[config.mk]
export PLATFORM = sky130hd
export DESIGN_NAME = io_input_conditioner_flat
export DESIGN_NICKNAME = d
export VERILOG_FILES = /design/src/rtl/io_pkg.sv /design/src/rtl/io_input_conditioner_if.sv /design/src/rtl/debounce_bit.sv /design/src/rtl/io_input_conditioner.sv /design/src/flat_wrapper.sv
export SDC_FILE = /design/constraint.sdc
export NUM_CORES = 1
export LEC_CHECK = 0
export ABC_AREA = 1
export BUFFER_PORTS_ARGS = -buffer_cell sky130_fd_sc_hd__buf_2
export CORE_ASPECT_RATIO = 1.75
export CORE_MARGIN = 4
export CORE_UTILIZATION = 50
export CTS_BUF_LIST = sky130_fd_sc_hd__clkbuf_4
export DETAILED_ROUTE_END_ITERATION = 8
export GPL_TIMING_DRIVEN = 0
export PLACE_DENSITY = 0.77
export SYNTH_ARGS = -nofsm -noshare
export SYNTH_HDL_FRONTEND = slang
export SYNTH_SLANG_ARGS = --single-unit
[constraint.sdc]
create_clock -name clk -period 1.9 [get_ports clk]
set_clock_uncertainty 0.15 [all_clocks]
set_input_delay 0.095 -clock clk [delete_from_list [all_inputs] [get_ports clk]]
set_output_delay 0.095 -clock clk [all_outputs]
set_load 0.005 [all_outputs]
[src/rtl/io_pkg.sv]
// Shared constants for the board IO path: read address decode and pin-group widths.
package io_pkg;

  localparam int SW_W            = 16;
  localparam int BTN_W           = 5;
  localparam int IO_ADDR_LED_BIT = 2;

  typedef enum logic [1:0] {
    IO_ADDR_NONE    = 2'b00,
    IO_ADDR_SW      = 2'b01,
    IO_ADDR_BTN     = 2'b10,
    IO_ADDR_BTN_EVT = 2'b11
  } io_addr_e;

endpackage

[src/rtl/io_input_conditioner_if.sv]
// CPU-side IO read bus seen by the input conditioner.
// The CPU presents io_address every cycle; io_read_en marks a read whose side effects
// (read-to-clear of button events) apply; io_rd_data is the registered word for the
// address seen on the previous edge, valid regardless of io_read_en.
interface io_input_conditioner_if;
  logic [31:0] io_address;
  logic        io_read_en;
  logic [31:0] io_rd_data;

  modport master (output io_address, output io_read_en, input io_rd_data);
  modport slave  (input io_address, input io_read_en, output io_rd_data);
endinterface

[src/rtl/debounce_bit.sv]
// One conditioned input: 2-flop synchroniser, tick-based stability counter and clean flop.
// rise is combinational and marks the edge at which clean goes 0->1.
module debounce_bit #(
  parameter int STABLE_TICKS = 10
) (
  input  logic clk,
  input  logic rst_n,
  input  logic tick,
  input  logic raw,
  output logic clean,
  output logic rise
);

  localparam int            CW       = $clog2(STABLE_TICKS + 1);
  localparam logic [CW-1:0] CNT_LAST = CW'(STABLE_TICKS - 1);

  logic          r_sync1;
  logic          r_sync2;
  logic          r_clean;
  logic [CW-1:0] r_cnt;
  logic          w_commit;

  assign w_commit = tick && (r_sync2 != r_clean) && (r_cnt == CNT_LAST);

  always_ff @(posedge clk or negedge rst_n) begin
    if (!rst_n) begin
      r_sync1 <= 1'b0;
      r_sync2 <= 1'b0;
      r_clean <= 1'b0;
      r_cnt   <= '0;
    end else begin
      r_sync1 <= raw;
      r_sync2 <= r_sync1;
      // Any tick that sees the clean value again restarts the count.
      if (tick) begin
        if (r_sync2 == r_clean) begin
          r_cnt <= '0;
        end else if (r_cnt == CNT_LAST) begin
          r_clean <= r_sync2;
          r_cnt   <= '0;
        end else begin
          r_cnt <= r_cnt + 1'b1;
        end
      end
    end
  end

  assign clean = r_clean;
  assign rise  = w_commit & r_sync2;

endmodule

[src/rtl/io_input_conditioner.sv]
// Conditions slide switches and push buttons for the Risc32 IO read path:
// shared prescaler, 21 debounced bits, sticky read-to-clear button events, registered read mux.
module io_input_conditioner
  import io_pkg::*;
#(
  parameter int TICK_DIV     = 100000,
  parameter int STABLE_TICKS = 10
) (
  input  logic                   clk,
  input  logic                   rst_n,
  io_input_conditioner_if.slave  bus,
  input  logic [SW_W-1:0]        sw_raw,
  input  logic [BTN_W-1:0]       btn_raw,
  output logic [SW_W-1:0]        sw_clean,
  output logic [BTN_W-1:0]       btn_clean,
  output logic [BTN_W-1:0]       btn_events,
  output logic [BTN_W-1:0]       btn_pulse
);

  localparam int            NBITS    = SW_W + BTN_W;
  localparam int            DW       = $clog2(TICK_DIV);
  localparam logic [DW-1:0] DIV_LAST = DW'(TICK_DIV - 1);

  logic [DW-1:0]    r_div;
  logic             w_tick;
  logic [NBITS-1:0] w_raw;
  logic [NBITS-1:0] w_clean;
  logic [NBITS-1:0] w_rise;
  logic [BTN_W-1:0] w_btn_rise;
  logic [BTN_W-1:0] w_returned;
  logic [BTN_W-1:0] r_btn_events;
  logic [BTN_W-1:0] r_btn_pulse;
  logic [31:0]      r_rd_data;
  logic             w_evt_read;
  logic             w_unused;

  assign w_tick = (r_div == DIV_LAST);

  always_ff @(posedge clk or negedge rst_n) begin
    if (!rst_n) begin
      r_div <= '0;
    end else if (w_tick) begin
      r_div <= '0;
    end else begin
      r_div <= r_div + 1'b1;
    end
  end

  // Switches occupy bits [SW_W-1:0], buttons the bits above them.
  assign w_raw = {btn_raw, sw_raw};

  for (genvar gi = 0; gi < NBITS; gi++) begin : g_db
    debounce_bit #(.STABLE_TICKS(STABLE_TICKS)) u_db (
      .clk   (clk),
      .rst_n (rst_n),
      .tick  (w_tick),
      .raw   (w_raw[gi]),
      .clean (w_clean[gi]),
      .rise  (w_rise[gi])
    );
  end

  assign w_btn_rise = w_rise[NBITS-1:SW_W];
  assign w_evt_read = bus.io_read_en && (bus.io_address[1:0] == IO_ADDR_BTN_EVT);
  // Only flags visible in this read's returned word are cleared; same-edge rises survive.
  assign w_returned = w_evt_read ? r_btn_events : '0;

  always_ff @(posedge clk or negedge rst_n) begin
    if (!rst_n) begin
      r_btn_events <= '0;
      r_btn_pulse  <= '0;
      r_rd_data    <= '0;
    end else begin
      r_btn_events <= (r_btn_events & ~w_returned) | w_btn_rise;
      r_btn_pulse  <= w_btn_rise;
      case (io_addr_e'(bus.io_address[1:0]))
        IO_ADDR_NONE:    r_rd_data <= '0;
        IO_ADDR_SW:      r_rd_data <= {{(32-SW_W){1'b0}}, w_clean[SW_W-1:0]};
        IO_ADDR_BTN:     r_rd_data <= {{(32-BTN_W){1'b0}}, w_clean[NBITS-1:SW_W]};
        IO_ADDR_BTN_EVT: r_rd_data <= {{(32-BTN_W){1'b0}}, r_btn_events};
      endcase
    end
  end

  assign sw_clean        = w_clean[SW_W-1:0];
  assign btn_clean       = w_clean[NBITS-1:SW_W];
  assign btn_events      = r_btn_events;
  assign btn_pulse       = r_btn_pulse;
  assign bus.io_rd_data  = r_rd_data;

  assign w_unused = ^{bus.io_address[31:2], w_rise[SW_W-1:0]};

endmodule

[src/flat_wrapper.sv]
// flat-port wrapper written by rule: the top's interface ports become plain ports
module io_input_conditioner_flat import io_pkg::*;
#(
  parameter int TICK_DIV     = 100000,
  parameter int STABLE_TICKS = 10
)
  (clk, rst_n, sw_raw, btn_raw, sw_clean, btn_clean, btn_events, btn_pulse, bus_io_address, bus_io_read_en, bus_io_rd_data);
  io_input_conditioner_if bus_i ();
  input  logic clk;
  input  logic rst_n;
  input  logic [SW_W-1:0] sw_raw;
  input  logic [BTN_W-1:0] btn_raw;
  output logic [SW_W-1:0] sw_clean;
  output logic [BTN_W-1:0] btn_clean;
  output logic [BTN_W-1:0] btn_events;
  output logic [BTN_W-1:0] btn_pulse;
  input wire logic [$bits(bus_i.io_address)-1:0] bus_io_address;
  input wire logic [$bits(bus_i.io_read_en)-1:0] bus_io_read_en;
  output wire logic [$bits(bus_i.io_rd_data)-1:0] bus_io_rd_data;
  assign bus_i.io_address = bus_io_address;
  assign bus_i.io_read_en = bus_io_read_en;
  assign bus_io_rd_data = bus_i.io_rd_data;
  io_input_conditioner #(.TICK_DIV(TICK_DIV), .STABLE_TICKS(STABLE_TICKS)) u_core (.clk(clk), .rst_n(rst_n), .bus(bus_i), .sw_raw(sw_raw), .btn_raw(btn_raw), .sw_clean(sw_clean), .btn_clean(btn_clean), .btn_events(btn_events), .btn_pulse(btn_pulse));
endmodule
==> reports/results.ini, run 1 <==
[routing]
drt-wirelength-per-cell_um = 13.9
drt_drc_violations_left = 0
drt_iter0_drc = 428
totalWireLength_mm = 22.3
dr.pass1.iters = 5
viasPerCell = 5.10
vias = 8187
ant_nets = 0

[layout]
instances_no_fill = 1604
area_growth_pct = 17.4
drive_above_1_share_pct = 17.3
final_area_sq_mm = 0.0116
final_common_cell = nand2_1
final_nets = 1448
final_cell_mix = nand2_1, dfrtp_1, inv_1, nor2_1, buf_2

[clock_network]
cts.htree.levels = 4
numCtsBuffers = 17
cts_tree = done
cts.sinks = 190
cts_buffer_depth = 2
worst_skew_pair.late_latency_ns = 0.60
cts_root_buf = clkbuf_4
clkTransAtPathRegs_ns = 0.16

[timing]
rsz0062_at_grt = yes
finalMaxSlewViolations = 0
worst_pin_slew_ns = 0.746
finalSetupViolCount = 0
finalCriticalPeriod_ns = 1.90
maxSlewHeadroom_pct = 50.3
finalHoldViolCount = 0
worst_slack_ns = 0.000122
clock.fmax_mhz = 526
post-route-period-util_pct = 100

[die]
die_h_um = 194
boundaryPins = 119
start_util_pct = 51.3
die_area_sq_mm = 0.0223
die_w_um = 115
rows = 67
coreArea_sq_mm = 0.0194

[setup_path]
cp_top_family = simple AND/OR/NAND/NOR gates
worst_path_max_delay_cell = dfrtp_1
cp_cell_sequence = ha_4, nand2_2, nor2_4, nand3_4, nor2_4, nand2_4, buf_12, buf_8, nand2_1, o21ai_2
r2r_setup_slack_ns = 0.0001
cp_num_buf_inv = 2
worstSetupEndpointType = flip-flop
cp.arrival_ns = 2.24
max_stage_delay_ns = 0.43
crit_top_cell = nor2_4
required_ns = 2.24
startpoint_type = flip-flop
critPathMaxFanout = 10
timing_worst_setup_path_type = reg2reg

[hold_path]
min_path_type = reg2reg

[synthesis]
synth_area_leaders = dfrtp_1, nand2_1, inv_1
synth-seq-cells = 190
ys_warn_count = 0
syn_avg_cell_area_sq_um = 8.35
syn_area_sq_mm = 0.00992
ys_seq_area_share_pct = 47.9
synth_top_area_share_pct = 47.9
synth_top_area_cell = dfrtp_1
ys_types = 28
syn_inst = 1188

[job]
max_cap_violations = 0

[placed_design]
gp_congestion = 0.901
dp_hpwl_mm = 15.4
postPlaceCellArea_sq_mm = 0.0107
place_inst = 1517
numPortBuffers = 72
dp_slack_ns = -0.235

[grt]
overflow = 0
track_usage_pct = 20.8
grt_pass1_wl_mm = 37.4
first_global_vias = 7996
grt_start_max_net_pins = 120
antenna_found_initial = 1

[outcome]
status = finished, final reports clean

[power_and_ir_drop]
total_power_mw = 6.83
p_leak_nw = 6.13
vdd_drop_max_mv = 0.508
p_per_area_mw_per_mm2 = 586

## worst reg2reg max path, cell delays in order (launching register included)
cell     delay, ns
dfrtp_1       0.43
ha_4          0.17
nand2_2       0.08
nor2_4        0.15
nand3_4       0.10
nor2_4        0.20
nand2_4       0.09
buf_12        0.16
buf_8         0.16
nand2_1       0.08
o21ai_2       0.05
## state kept, by name, summed over array words and instances (netlist names)
name and flops:
u_core.bus.io_rd_data 16, u_core.btn_pulse 5, u_core.btn_events 5, u_core.g_db.u_db.clean 21
u_core.g_db.u_db.r_sync2 21, u_core.g_db.u_db.r_sync1 21, u_core.g_db.u_db.r_cnt 84, u_core.r_div 17
## logic make-up after synthesis
kind of cell               synth area share (%)
buffers and inverters                      10.4
DFF                                        47.9
and+or+nand+nor                            26.9
xor gates and xnor gates                   2.91
AOI/OAI and AO/OA                          6.40
adders and majority gates                  5.42
other                                    0.0378
## synthesized netlist by cell type, drive strengths merged
master,instances
nor3b,1
ha,43
nand3,65
a21oi,7
xnor2,5
buf,56
dfrtp,190
o211ai,4
and3,14
o21ai,63
nor2,96
clkbuf,11
clkinv,1
conb,1
xor2,28
inv,145
o21bai,14
nor3,3
nand2,366
nand3b,3
or2,1
nand4,71
## final cells by class
| class | count | area [sq um] |
|---|---|---|
| clock inverter | 15 | 184 |
| multi-input combinational | 800 | 4270 |
| clock buffer | 17 | 128 |
| sequential | 190 | 4760 |
| buffer | 66 | 523 |
| timing repair buffer | 128 | 933 |
| antenna | 1 | 2.50 |
| fill | 1627 | 7710 |
| inverter | 146 | 549 |
| tap | 241 | 302 |
## stage by stage
step | TNS, ns | util [%] | hold WS, ns
after floorplan | 0 | - | -0.351
after global placement | -479.94 | 55.0 | 0.0528
after detailed placement | -12.21 | 55.2 | -0.0591
after CTS | 0 | 59.7 | 0.198
after global routing | -4.83 | 60.2 | 0.212
final | 0 | 60.2 | 0.187
## routing by layer
metal,routed length (um),GRT usage (%)
met2,11900,36.6
met4,715,9.16
met1,8730,24.7
met5,0,0
met3,984,3.42
## where the power goes
part | switching [mW] | total (mW) | internal [mW]
clock network | 1.47 | 2.40 | 0.931
registers | 0.0269 | 4.12 | 4.09
logic | 0.179 | 0.318 | 0.139
## path summary, 6_finish.rpt
check	start	endpoint	depth (start not counted)
max in group asynchronous	rst_n	u_core.g_db[9].u_db.r_cnt[3]$_DFFE_PN0N_	4
setup reg to reg	u_core.r_div[1]$_DFF_PN0_	u_core.g_db[2].u_db.r_cnt[0]$_DFFE_PN0N_	10
hold / removal	u_core.g_db[18].u_db.r_sync1$_DFF_PN0_	u_core.g_db[18].u_db.r_sync2$_DFF_PN0_	0
setup / recovery	u_core.r_div[1]$_DFF_PN0_	u_core.g_db[2].u_db.r_cnt[0]$_DFFE_PN0N_	10
min in group asynchronous	rst_n	u_core.g_db[6].u_db.r_cnt[2]$_DFFE_PN0N_	3
hold reg to reg	u_core.g_db[18].u_db.r_sync1$_DFF_PN0_	u_core.g_db[18].u_db.r_sync2$_DFF_PN0_	0
## timing repair
item,4_1_cts,5_1_grt
resized for setup,15,30
hold buffers,49,0
endpoints found under the hold margin,222,0
buffers inserted,5,1
endpoints found under the setup margin,113,114
pin swaps,3,3
No activity file was read; power rests on OpenSTA's default activity.
==> run 2, diff against run 1 <==
--- a/config.mk
+++ b/config.mk
@@ -5,7 +5,6 @@
 export SDC_FILE = /design/constraint.sdc
 export NUM_CORES = 1
 export LEC_CHECK = 0
-export ABC_AREA = 1
 export BUFFER_PORTS_ARGS = -buffer_cell sky130_fd_sc_hd__buf_2
 export CORE_ASPECT_RATIO = 1.75
 export CORE_MARGIN = 4
@@ -13,7 +12,7 @@
 export CTS_BUF_LIST = sky130_fd_sc_hd__clkbuf_4
 export DETAILED_ROUTE_END_ITERATION = 8
 export GPL_TIMING_DRIVEN = 0
-export PLACE_DENSITY = 0.77
+export PLACE_DENSITY = 0.78
 export SYNTH_ARGS = -nofsm -noshare
 export SYNTH_HDL_FRONTEND = slang
 export SYNTH_SLANG_ARGS = --single-unit
==> reports/results.ini, run 2 <==
[outcome]
status = finished, violations left
violations = negative setup slack

[setup_path]
worst_path_max_delay_cell = or4_4
startpoint_type = flip-flop
cp.arrival_ns = 2.83  ; +0.59 ns
required_ns = 2.26  ; +0.02 ns
cp_cell_sequence = nand4bb_2, or4_4, clkbuf_16, or4_1, o21ai_1
worstSetupEndpointType = flip-flop
cp_num_buf_inv = 1  ; -1
timing_worst_setup_path_type = reg2reg
cp_top_family = simple AND/OR/NAND/NOR gates
critPathMaxFanout = 10  ; unchanged
max_stage_delay_ns = 0.66  ; +0.23 ns

[die]
die_w_um = 108  ; -5.8%
coreArea_sq_mm = 0.0170  ; -12%
boundaryPins = 119  ; unchanged
rows = 63  ; -6.0%
die_h_um = 183  ; -6.0%
start_util_pct = 51.2  ; about the same
die_area_sq_mm = 0.0197  ; -11%

[synthesis]
syn_inst = 768  ; -35%
synthTopCellsByCount = dfrtp_1, o21ai_0, nand2_1
synthArstFlopShare_pct = 100  ; unchanged
synth-seq-cells = 190  ; unchanged
synth_edf_count = 0  ; unchanged
synth.most_common_cell = dfrtp_1
syn_area_sq_mm = 0.00872  ; -12%
ys_seq_area_share_pct = 54.5  ; +6.6 points
synthFlopType = dfrtp_1
ys_warn_count = 0  ; unchanged
ys_types = 39  ; +39%
synth_top_area_cell = dfrtp_1
syn_avg_cell_area_sq_um = 11.4  ; +36%
synth_top_area_share_pct = 54.5  ; +6.6 points
synth_area_leaders = dfrtp_1, ha_1, o21ai_0

[job]
max_cap_violations = 0  ; unchanged

[placed_design]
dp_slack_ns = -1.47  ; -1.24 ns
numPortBuffers = 71  ; -1.4%
gp_congestion = 0.835  ; -7.3%
dp_hpwl_mm = 12.6  ; -18%

[clock_network]
worst_skew_pair.late_latency_ns = 0.59  ; about the same
cts.sinks = 190  ; unchanged
clkTransAtPathRegs_ns = 0.16  ; about the same
numCtsBuffers = 17  ; unchanged
cts_tree = done
cts.htree.levels = 4  ; unchanged
cts_buffer_depth = 2  ; unchanged
cts_root_buf = clkbuf_4

[grt]
overflow = 0  ; unchanged
antenna_found_initial = 1  ; unchanged
first_global_vias = 6749  ; -16%
track_usage_pct = 21.3  ; +0.45 points
grt_start_max_net_pins = 101  ; -16%
grt_pass1_wl_mm = 33.0  ; -12%

[routing]
totalWireLength_mm = 20.1  ; -10%
drt-wirelength-per-cell_um = 17.0  ; +22%
ant_nets = 0  ; unchanged
dr.pass1.iters = 5  ; unchanged
viasPerCell = 5.44  ; +6.7%
vias = 6430  ; -21%
drt_iter0_drc = 276  ; -36%
drt_drc_violations_left = 0  ; unchanged

[power_and_ir_drop]
clkPwrFrac_pct = 33.6  ; -1.5 points
p_leak_nw = 5.24  ; -15%
vdd_drop_max_mv = 0.376  ; -26%
switchingPower_mw = 1.60  ; -4.0%
p_per_area_mw_per_mm2 = 610  ; +4.0%
pwr-share-seq_pct = 61.9  ; +1.6 points
internal-power_mw = 5.04  ; -2.3%
swShare_pct = 24.1  ; -0.32 points
pwr-share-comb_pct = 4.5  ; -0.2 points

[timing]
hold-worst-slack_ns = 0.204  ; +0.0171 ns
finalCriticalPeriod_ns = 2.48  ; +0.576 ns
worst_pin_slew_ns = 0.663  ; -0.0832 ns
post-route-period-util_pct = 130  ; +30 points
clock.fmax_mhz = 404  ; -23%
finalMaxSlewViolations = 0  ; unchanged
finalSetupViolCount = 124  ; +124
maxSlewHeadroom_pct = 55.8  ; +5.5 points
worst_slack_ns = -0.575  ; -0.576 ns
finalHoldViolCount = 0  ; unchanged
rsz0062_at_grt = yes

[layout]
drive_above_1_share_pct = 29.5  ; +12 points
largest_reg_flops = 84  ; unchanged
final_common_cell = dfrtp_1
final_nets = 1040  ; -28%
regMostFlops = u_core.g_db.u_db.r_cnt
final_cell_mix = dfrtp_1, buf_2, nand2_1, buf_4, dlygate4sd3_1
fin_util_pct = 64.0  ; +3.9 points
area_growth_pct = 24.9

[hold_path]
min_path_type = reg2reg

-- run 2: cell count changes after synthesis, sizes merged, moves of 21 or more --
cell / previous run / this run
mux2: 0 / 25
o31ai: 0 / 22
or3: 0 / 24
nand4: 71 / 1
xor2: 28 / 7
xnor2: 5 / 27
nand2: 366 / 67
nor2: 96 / 10
nand3: 65 / 28
o21ai: 63 / 90
nand2b: 0 / 21
inv: 145 / 26
-- run 2: worst paths after layout --
kind / start / endpoint / slack [ns] / cells after the start
max in group asynchronous: rst_n / u_core.g_db[7].u_db.r_cnt[0]$_DFFE_PN0N_ / 0.20 / 4
min reg2reg: u_core.g_db[16].u_db.r_sync1$_DFF_PN0_ / u_core.g_db[16].u_db.r_sync2$_DFF_PN0_ / 0.20 / 0
min: u_core.g_db[16].u_db.r_sync1$_DFF_PN0_ / u_core.g_db[16].u_db.r_sync2$_DFF_PN0_ / 0.20 / 0
min in group asynchronous: rst_n / u_core.g_db[14].u_db.r_cnt[1]$_DFFE_PN0N_ / 0.47 / 3
max reg2reg: u_core.r_div[14]$_DFF_PN0_ / u_core.g_db[17].u_db.r_cnt[1]$_DFFE_PN0N_ / -0.58 / 5
max: u_core.r_div[14]$_DFF_PN0_ / u_core.g_db[17].u_db.r_cnt[1]$_DFFE_PN0N_ / -0.58 / 5
-- run 2: cells by family (layout without fill, tap and decap cells) --
logic type / count (synthesis) / after routing / synth area share [%]
flops: 190 / 190 / 54.5
fa+ha+maj: 43 / 43 / 6.17
buf+inv: 83 / 253 / 5.46
other cells: 1 / 17 / 0.0430
compound gates: 143 / 143 / 9.97
simple gates: 249 / 249 / 17.2
xor+xnor: 34 / 34 / 3.41
mux: 25 / 25 / 3.23
-- run 2: stage by stage --
stage	setup TNS, ns	cell area (sq um)	instances	power (mW)
floorplan	-49.39	8800	783	4.27
global placement	-567.40	9440	1081	4.40
detailed placement	-105.66	9470	1082	4.42
CTS	-56.23	10700	1176	6.70
global route	-67.61	10900	1181	6.92
finish	-60.11	10900	1181	6.65
-- run 2: final cells by class --
cell class / count / area, sq um
fillers: 1297 / 6130
flip-flops and latches: 190 / 4760
multi-input cells: 510 / 3880
repair buffers: 141 / 1100
plain buffers: 55 / 499
well taps: 227 / 284
clock buffers: 19 / 143
clock inverters: 12 / 139
inverters: 26 / 97.6
diodes: 1 / 2.50
-- run 2: layer usage --
layer | vias up | part of all wire, % | GRT usage [%]
met2 | 180 | 54 | 37.5
met3 | 44 | 4.4 | 3.56
met5 | - | 0 | 0
met1 | 3199 | 39 | 24.7
met4 | 0 | 3.4 | 10.8
li1 | 3007 | - | -
-- run 2: power by group through the flow --
| stage | sequential, mW | combinational [mW] | clock (mW) |
|---|---|---|---|
| after global routing | 4.12 | 0.342 | 2.46 |
| after detailed placement | 4.19 | 0.225 | 0 |
| after floorplan | 4.18 | 0.0900 | 0 |
| after global placement | 4.19 | 0.213 | 0 |
| after CTS | 4.12 | 0.301 | 2.28 |
| final | 4.11 | 0.302 | 2.23 |
-- run 2: repair_timing --
item	in CTS	in global routing
gates resized for setup	77	49
endpoints found under the setup margin	125	125
setup buffers	13	5
pin swaps	3	1
hold endpoints to repair	222	0
hold buffers	48	0
cloned	3	0
-- run 2: worst reg2reg max path, cell delays in order, from the launching register on --
cell	delay (ns)
dfrtp_1	0.45
nand4bb_2	0.34
or4_4	0.66
clkbuf_16	0.22
or4_1	0.51
o21ai_1	0.08
